File: src/rtl/ram_1r1w_arbiter_pkg.sv
// Shared types and sizing helpers for the two-requester ram_1r1w front end.
package ram_1r1w_arbiter_pkg;

  typedef logic [0:0] state_t;

  localparam state_t StClear = 1'b0;
  localparam state_t StRun   = 1'b1;

  function automatic int unsigned ram_depth(input int unsigned addr_width);
    return 1 << addr_width;
  endfunction

  // Packed request width: valid + we + addr + wdata.
  function automatic int unsigned req_width(input int unsigned bit_width,
                                            input int unsigned addr_width);
    return 2 + addr_width + bit_width;
  endfunction

endpackage

File: src/rtl/ram_1r1w_arbiter_rr_arb2.sv
// Two-way round-robin arbiter; the pointer favours the loser of the last grant.
module ram_1r1w_arbiter_rr_arb2 (
  input  logic       clk,
  input  logic       rst,
  input  logic       en,
  input  logic [1:0] req,
  output logic [1:0] gnt
);

  logic ptr_q, ptr_d;  // 0 favours requester 0, 1 favours requester 1

  always_comb begin
    gnt = 2'b00;
    if (en) begin
      if (&req) gnt = ptr_q ? 2'b10 : 2'b01;
      else      gnt = req;
    end
    ptr_d = ptr_q;
    if (|gnt) ptr_d = gnt[0];
  end

  always_ff @(posedge clk or posedge rst) begin
    if (rst) ptr_q <= 1'b0;
    else     ptr_q <= ptr_d;
  end

endmodule

File: src/rtl/ram_1r1w_arbiter.sv
// Front end for a 1R1W RAM: zero-fill sweep after reset, then independent round-robin
// arbitration of the read and write ports between two requesters, gated by gwe.
module ram_1r1w_arbiter
  import ram_1r1w_arbiter_pkg::*;
#(
  parameter int unsigned bit_width      = 16,
  parameter int unsigned addr_width     = 3,
  parameter bit          CLEAR_ON_RESET = 1'b1
) (
  input  logic                  clk,
  input  logic                  rst,
  input  logic                  gwe,
  input  logic                  req0_valid,
  input  logic                  req1_valid,
  output logic                  req0_ready,
  output logic                  req1_ready,
  input  logic                  req0_we,
  input  logic                  req1_we,
  input  logic [addr_width-1:0] req0_addr,
  input  logic [addr_width-1:0] req1_addr,
  input  logic [bit_width-1:0]  req0_wdata,
  input  logic [bit_width-1:0]  req1_wdata,
  output logic                  rsp0_valid,
  output logic                  rsp1_valid,
  output logic [bit_width-1:0]  rsp0_rdata,
  output logic [bit_width-1:0]  rsp1_rdata,
  output logic [addr_width-1:0] ram_rsel,
  input  logic [bit_width-1:0]  ram_rdata,
  output logic [addr_width-1:0] ram_wsel,
  output logic [bit_width-1:0]  ram_wdata,
  output logic                  ram_we,
  output logic                  init_done
);

  localparam int unsigned           RamDepth  = ram_depth(addr_width);
  localparam logic [addr_width-1:0] LastAddr  = addr_width'(RamDepth - 1);
  localparam state_t                ResetState = CLEAR_ON_RESET ? StClear : StRun;

  state_t                state_q, state_d;
  logic [addr_width-1:0] cnt_q, cnt_d;
  logic [1:0]            rsp_valid_q, rsp_valid_d;
  logic [bit_width-1:0]  rsp0_rdata_q, rsp0_rdata_d;
  logic [bit_width-1:0]  rsp1_rdata_q, rsp1_rdata_d;

  logic       clearing, arb_en;
  logic [1:0] rd_req, wr_req, rd_gnt, wr_gnt;

  assign clearing = (state_q == StClear) && !rst;
  // Reset is folded in so no ready can leak out while rst is held.
  assign arb_en   = gwe && !rst && (state_q == StRun);
  assign rd_req   = {req1_valid && !req1_we, req0_valid && !req0_we};
  assign wr_req   = {req1_valid && req1_we,  req0_valid && req0_we};

  ram_1r1w_arbiter_rr_arb2 u_rd_arb (
    .clk (clk),
    .rst (rst),
    .en  (arb_en),
    .req (rd_req),
    .gnt (rd_gnt)
  );

  ram_1r1w_arbiter_rr_arb2 u_wr_arb (
    .clk (clk),
    .rst (rst),
    .en  (arb_en),
    .req (wr_req),
    .gnt (wr_gnt)
  );

  always_comb begin
    req0_ready = rd_gnt[0] || wr_gnt[0];
    req1_ready = rd_gnt[1] || wr_gnt[1];

    ram_rsel = '0;
    if (rd_gnt[1])      ram_rsel = req1_addr;
    else if (rd_gnt[0]) ram_rsel = req0_addr;

    ram_we    = 1'b0;
    ram_wsel  = '0;
    ram_wdata = '0;
    if (clearing) begin
      ram_we   = gwe;
      ram_wsel = cnt_q;
    end else if (wr_gnt[1]) begin
      ram_we    = 1'b1;
      ram_wsel  = req1_addr;
      ram_wdata = req1_wdata;
    end else if (wr_gnt[0]) begin
      ram_we    = 1'b1;
      ram_wsel  = req0_addr;
      ram_wdata = req0_wdata;
    end
  end

  always_comb begin
    state_d = state_q;
    cnt_d   = cnt_q;
    if (state_q == StClear && gwe) begin
      if (cnt_q == LastAddr) state_d = StRun;
      else                   cnt_d   = cnt_q + 1'b1;
    end

    rsp_valid_d  = rsp_valid_q;
    rsp0_rdata_d = rsp0_rdata_q;
    rsp1_rdata_d = rsp1_rdata_q;
    if (gwe) rsp_valid_d = rd_gnt;
    if (rd_gnt[0]) rsp0_rdata_d = ram_rdata;
    if (rd_gnt[1]) rsp1_rdata_d = ram_rdata;
  end

  always_ff @(posedge clk or posedge rst) begin
    if (rst) begin
      state_q      <= ResetState;
      cnt_q        <= '0;
      rsp_valid_q  <= 2'b00;
      rsp0_rdata_q <= '0;
      rsp1_rdata_q <= '0;
    end else begin
      state_q      <= state_d;
      cnt_q        <= cnt_d;
      rsp_valid_q  <= rsp_valid_d;
      rsp0_rdata_q <= rsp0_rdata_d;
      rsp1_rdata_q <= rsp1_rdata_d;
    end
  end

  assign rsp0_valid = rsp_valid_q[0] && gwe;
  assign rsp1_valid = rsp_valid_q[1] && gwe;
  assign rsp0_rdata = rsp0_rdata_q;
  assign rsp1_rdata = rsp1_rdata_q;
  assign init_done  = (state_q == StRun);

endmodule
File: config.mk
export PLATFORM = sky130hd
export DESIGN_NAME = ram_1r1w_arbiter
export DESIGN_NICKNAME = d
export VERILOG_FILES = /design/src/rtl/ram_1r1w_arbiter_pkg.sv /design/src/rtl/ram_1r1w_arbiter_rr_arb2.sv /design/src/rtl/ram_1r1w_arbiter.sv
export SDC_FILE = /design/constraint.sdc
export NUM_CORES = 1
export LEC_CHECK = 0
export ABC_CLOCK_PERIOD_IN_PS = 2500
export CAP_MARGIN = 10
export CORE_MARGIN = 2
export CORE_UTILIZATION = 37
export CTS_BUF_LIST = sky130_fd_sc_hd__clkbuf_4 sky130_fd_sc_hd__clkbuf_8 sky130_fd_sc_hd__clkbuf_16
export DETAILED_ROUTE_END_ITERATION = 10
export GPL_TIMING_DRIVEN = 0
export PLACE_DENSITY = 0.8
export RECOVER_POWER = 25
export SLEW_MARGIN = 20
export SYNTH_ARGS = -nofsm -noshare
export SYNTH_HDL_FRONTEND = slang
export SYNTH_SLANG_ARGS = --single-unit
export TNS_END_PERCENT = 5
File: constraint.sdc
create_clock -name clk -period 2.5 [get_ports clk]
set_clock_uncertainty 0.2 [all_clocks]
set_input_delay 0.5 -clock clk [delete_from_list [all_inputs] [get_ports clk]]
set_output_delay 0.5 -clock clk [all_outputs]
set_load 0.005 [all_outputs]
After elaboration in Yosys (flattened, before gate mapping)
Index checks and enable logic that the tools add are counted.

word-level totals
  bits in registers = 40
  bits of input ports = 61
  latch bits = 0
  logic and storage cells = 49
  output and inout port bits = 60
  ROM bits = 0
  bits in writable memories = 0
  memories = 0

operators by class
  equal/unequal tests = 1
  bitwise operators = 2
  $lt $le $gt $ge = 0
  reductions and logical operators = 21
  add/sub/neg operators = 1
  $mul = 0
  divide/modulo/power cells = 0
  shifts and indexed selects = 0
  mux-type cells = 17

operator list
  operator                                                       count
  16-bit 2-to-1 mux                                              3
  3-bit 2-to-1 mux                                               5
  2-bit 2-to-1 mux                                               6
  1-bit logical AND                                              10
  2-bit AND reduction                                            4
  2-bit OR reduction                                             2
  3-bit by 1-bit adder with 3-bit output, second input constant  1
  3-bit equality test, second input constant                     1
  1-bit zero test                                                3
  1-bit 2-to-1 mux                                               3
  1-bit logical OR                                               2
  1-bit inverter                                                 2

Logic depth before layout (Yosys ltp)
  depth in word-level cells = 7
  depth in mapped cells = 4
  mapped depth without buffers = 4

Cells and area by module
Synthesis repeated with hierarchy kept, for this count alone.

unflattened totals
  cells, all modules = 188
  area, all modules = 2,053.2 µm²

by module, submodules not included
  module                    cells an instance  instances  area each (µm²)  sequential area each (µm²)
  ram_1r1w_arbiter          170                1          1,923.1          950.9
  ram_1r1w_arbiter_rr_arb2  9                  2          65.1             25.0

Worst setup path before layout
No wires, ideal clock.

  path type = input -> output
  start point = in rst
  end point = out ram_we
  buffers on the path = 0
  cell stages on the path = 3
  path slack = 0.149 ns
  data arrival time = 1.651 ns
  data required time = 1.800 ns
  path through = inv_1 nand2_1 a31oi_1

between the ends
  word-level cells in the longest chain between the ends = 7
  elaborated cells between the ends (all ways) = 8
  those cells by class = 4 x mux; 4 x reduce/logical

ends and longest elaborated chain
  element                         line                            text
  start: declaration              ram_1r1w_arbiter.sv:11          input logic rst,
  1-bit zero test (no line) (*)   n/a
  1-bit logical AND (2 in a row)  ram_1r1w_arbiter.sv:50          assign arb_en = gwe && !rst && (state_q == StRun);
  2-bit 2-to-1 mux                ram_1r1w_arbiter_rr_arb2.sv:14  if (en) begin
  1-bit 2-to-1 mux                ram_1r1w_arbiter.sv:88          end else if (wr_gnt[0]) begin
  1-bit 2-to-1 mux                ram_1r1w_arbiter.sv:84          end else if (wr_gnt[1]) begin
  1-bit 2-to-1 mux (*)            ram_1r1w_arbiter.sv:81          if (clearing) begin
  end: declaration                ram_1r1w_arbiter.sv:31          output logic ram_we,

Mark *: on every way between the ends. The rest lies on a longest branch, timed or not.

Worst setup path after layout
  start point = in rst
  end point = out ram_wdata[8]

between the ends
  word-level cells in the longest chain between the ends = 7
  elaborated cells between the ends (all ways) = 8
  those cells by class = 4 x mux; 4 x reduce/logical

ends and longest elaborated chain
  element                         line                            text
  1-bit zero test (no line) (*)   n/a
  1-bit logical AND (2 in a row)  ram_1r1w_arbiter.sv:50
  2-bit 2-to-1 mux                ram_1r1w_arbiter_rr_arb2.sv:14
  16-bit 2-to-1 mux               ram_1r1w_arbiter.sv:88
  16-bit 2-to-1 mux               ram_1r1w_arbiter.sv:84
  16-bit 2-to-1 mux (*)           ram_1r1w_arbiter.sv:81
  end: declaration                ram_1r1w_arbiter.sv:30          output logic [bit_width-1:0] ram_wdata,

Marks and branches as above.

==> flow_metrics.tcl <==
set metrics [dict create \
    routed_wl_mm 5.98 \
    synth_area_um2 1980 \
    num-fill-cells 393 \
    powerDensity_nw_per_um2 819 \
    first_iter_violations 49 \
    area_growth_pct 79.4 \
    grt_pass1_wl_mm 9.58 \
    whs_path_depth 1 \
    yosysWarnings 0 \
    track_usage_pct 20.5 \
    rsz0062_at_grt "true" \
    violations "setup timing" \
    layout.cells.non_filler 373 \
    ant_nets 0 \
    start_util_pct 38.4 \
    netlist_instances 147 \
    crit_buf_inv 5 \
    cp_slowest_stage_delay_ns 0.38 \
    max-vdd-ir-drop_uv 605 \
    maxCapViolCount 0 \
    critPathCaptureType "output port" \
    power.leakage_nw 1.69 \
    p_int_mw 2.13 \
    core_um2 5140 \
    p_seq_share_pct 39.3 \
    hold_violations 0 \
    critPathSlowestCell "a311oi_4" \
    r2r_start "init_done" \
    worst_pin_slew_ns 1.24 \
    cts_sinks 40 \
    clock_path_buffers 2 \
    maxSlewHeadroom_pct 17.2 \
    pwr-share-comb_pct 45.7 \
    drc 0 \
    die_area_um2 5940 \
    port_buffers 120 \
    setup_ws_ns -0.0555 \
    path_class "input pin to output port" \
    cp.arrival_ns 1.86 \
    hpwl_mm 4.18 \
    fmax_ghz 0.391 \
    path_max_fanout 4 \
    dp.cells 338 \
    fin_crit_sh_pct 102 \
    viasPerCell 4.88 \
    wl_per_cell_um 16.0 \
    drv_slew 0 \
    holdWs_ns 0.269 \
    finalWeightedCongestion 0.816 \
    ios 121 \
    syn_nets 210 \
    grt_pass1_vias 1909 \
    crit_chain "buf_2 -> nand3b_1 -> a311oi_4 -> buf_4 -> buf_6 -> buf_6 -> a22o_1 -> buf_2" \
    grt_start_max_net_pins 25 \
    avgSynthCellArea_um2 13.4 \
    crit_required_ns 1.80 \
    grt_overflow 0 \
    switchingPower_uw 777 \
    ys_seq_area_share_pct 50.7 \
    placed_area_um2 3290 \
    final_nets 365 \
    diodes 0 \
    worstRegToRegCells 6 \
    fin_util_pct 69.0 \
    design_area_um2 3540 \
    yosysUniqueCellTypes 32 \
    critical_path.top_delay_family "buffers and inverters" \
    root_buffer "clkbuf_8" \
    fp.dieW_um 77.1 \
    clockPowerShare_pct 15.0 \
    first_pass_iters 4 \
    setup-violations-final 9 \
    worstHoldPathType "flip-flop to flip-flop" \
    status "finished with violations" \
    drive_gt1_share_pct 37.6 \
    fp-row-count 26 \
    holdPathEnd "rsp_valid_q[1]" \
    cp-start-kind "input pin" \
    die_y_um 77.1 \
    vias 1819 \
    rrSetupSlack_ns 0.56 \
    antenna_found_initial 0 \
    final_common_cell "clkdlybuf4s50_1" \
    cts_buffers 5 \
    cts_tree "done" \
    worstHoldStart "rsp_valid_q[1]" \
    cts.clk_slew.worst_paths_ns 0.08 \
    synth-seq-cells 40 \
    worstSkewPairLatency_ns 0.28 \
    period_needed_ns 2.56 \
    rr_endpoint "rsp1_rdata[3]" \
    cts_max_level 2 \
    mostFrequentLayoutCells "clkdlybuf4s50_1, dfrtp_1, mux2_2, buf_4, buf_2" \
    swShare_pct 26.8 \
]
==> registers in the layout, summed over array words and instances, names as in the netlist <==
register	flops
rsp1_rdata	16
rsp0_rdata	16
u_wr_arb.ptr_q	1
u_rd_arb.ptr_q	1
cnt_q	3
rsp_valid_q	2
init_done	1
==> layout make-up <==
class,count,area [um2],share of cell area (%)
timing repair buffer,148,1330,37.5
sequential,40,1000,28.3
multi-input combinational,91,927,26.2
tap,70,87.6,2.47
clock buffer,6,82.6,2.33
buffer,8,75.1,2.12
inverter,8,31.3,0.882
clock inverter,2,10.0,0.282
==> routing by layer <==
layer  part of all wire, %  track usage (%)
met1                    39             23.9
met2                    50             35.4
met3                   9.2             6.94
met4                   1.8             6.43
met5                     0                0
==> synth_stat cells (all sizes together) <==
library cell,instances,area [um2]
dfrtp,40,1000
and2,4,26.3
nand3b,1,7.51
nor3b,1,7.51
a21o,3,23.8
inv,8,30.0
o21ai,3,15.0
o2bb2ai,3,26.3
or2,1,6.26
xor2,1,8.76
nand3,2,10.0
nor3,2,15.0
nor2,2,7.51
a311oi,1,8.76
o2111a,1,11.3
ha,2,25.0
a221o,3,30.0
nand2b,2,12.5
a22o,16,140
a31oi,1,6.26
nand2,5,18.8
a21oi,1,5.00
and3b,1,10.0
buf,8,57.6
o2111ai,1,26.3
mux2,34,439
==> power by group through the flow <==
| stage | sequential [mW] | clock (mW) | combinational, mW |
|---|---|---|---|
| detailed placement | 1.14 | 0 | 1.28 |
| finish | 1.14 | 0.436 | 1.33 |
| global placement | 1.13 | 0 | 1.26 |
| floorplan | 1.15 | 0 | 0.477 |
| CTS | 1.14 | 0.455 | 1.34 |
| global route | 1.18 | 0.485 | 1.42 |
==> through the flow <==
stage	power, mW	setup TNS [ns]	setup WS (ns)
final	2.90	-0.284	-0.0555
after global routing	3.09	-1.51	-0.138
after detailed placement	2.43	-19.65	-0.819
after CTS	2.94	-0.0244	-0.0243
after floorplan	1.63	0	0.149
after global placement	2.39	-23.88	-1.18
==> what timing repair did <==
action / 4_1_cts / 5_1_grt
resized for setup: 88 / 44
setup endpoints to repair: 27 / 25
pin swaps: 6 / 19
hold buffers: 0 / 2
buffers inserted: 23 / 0
hold endpoints to repair: 0 / 6
cloned: 2 / 0
==> kinds of logic after synthesis <==
family	after synthesis	synth area share, %
AND/OR/NAND/NOR	21	6.14
multiplexers	34	22.2
XOR/XNOR	1	0.443
adder cells (fa/ha/maj)	2	1.27
buffers and inverters	16	4.43
flip-flops	40	50.7
AO/OA/AOI/OAI	33	14.8
==> worst max-delay path by stage <==
stage / cells after the start / end / from
after global placement: 5 / ram_we / rst
after CTS: 8 / ram_rsel[1] / rst
after detailed placement: 6 / ram_wdata[8] / gwe
after floorplan: 3 / ram_we / rst
after global routing: 7 / ram_rsel[1] / init_done
final: 8 / ram_wdata[8] / rst
==> worst reg2reg max path, stage by stage (launching register included) <==
cell	delay, ns
dfrtp_2	0.39
nand3b_1	0.16
buf_4	0.19
nor3_4	0.20
buf_4	0.15
buf_4	0.18
mux2_2	0.35
Power figures use the tool's default switching activity.
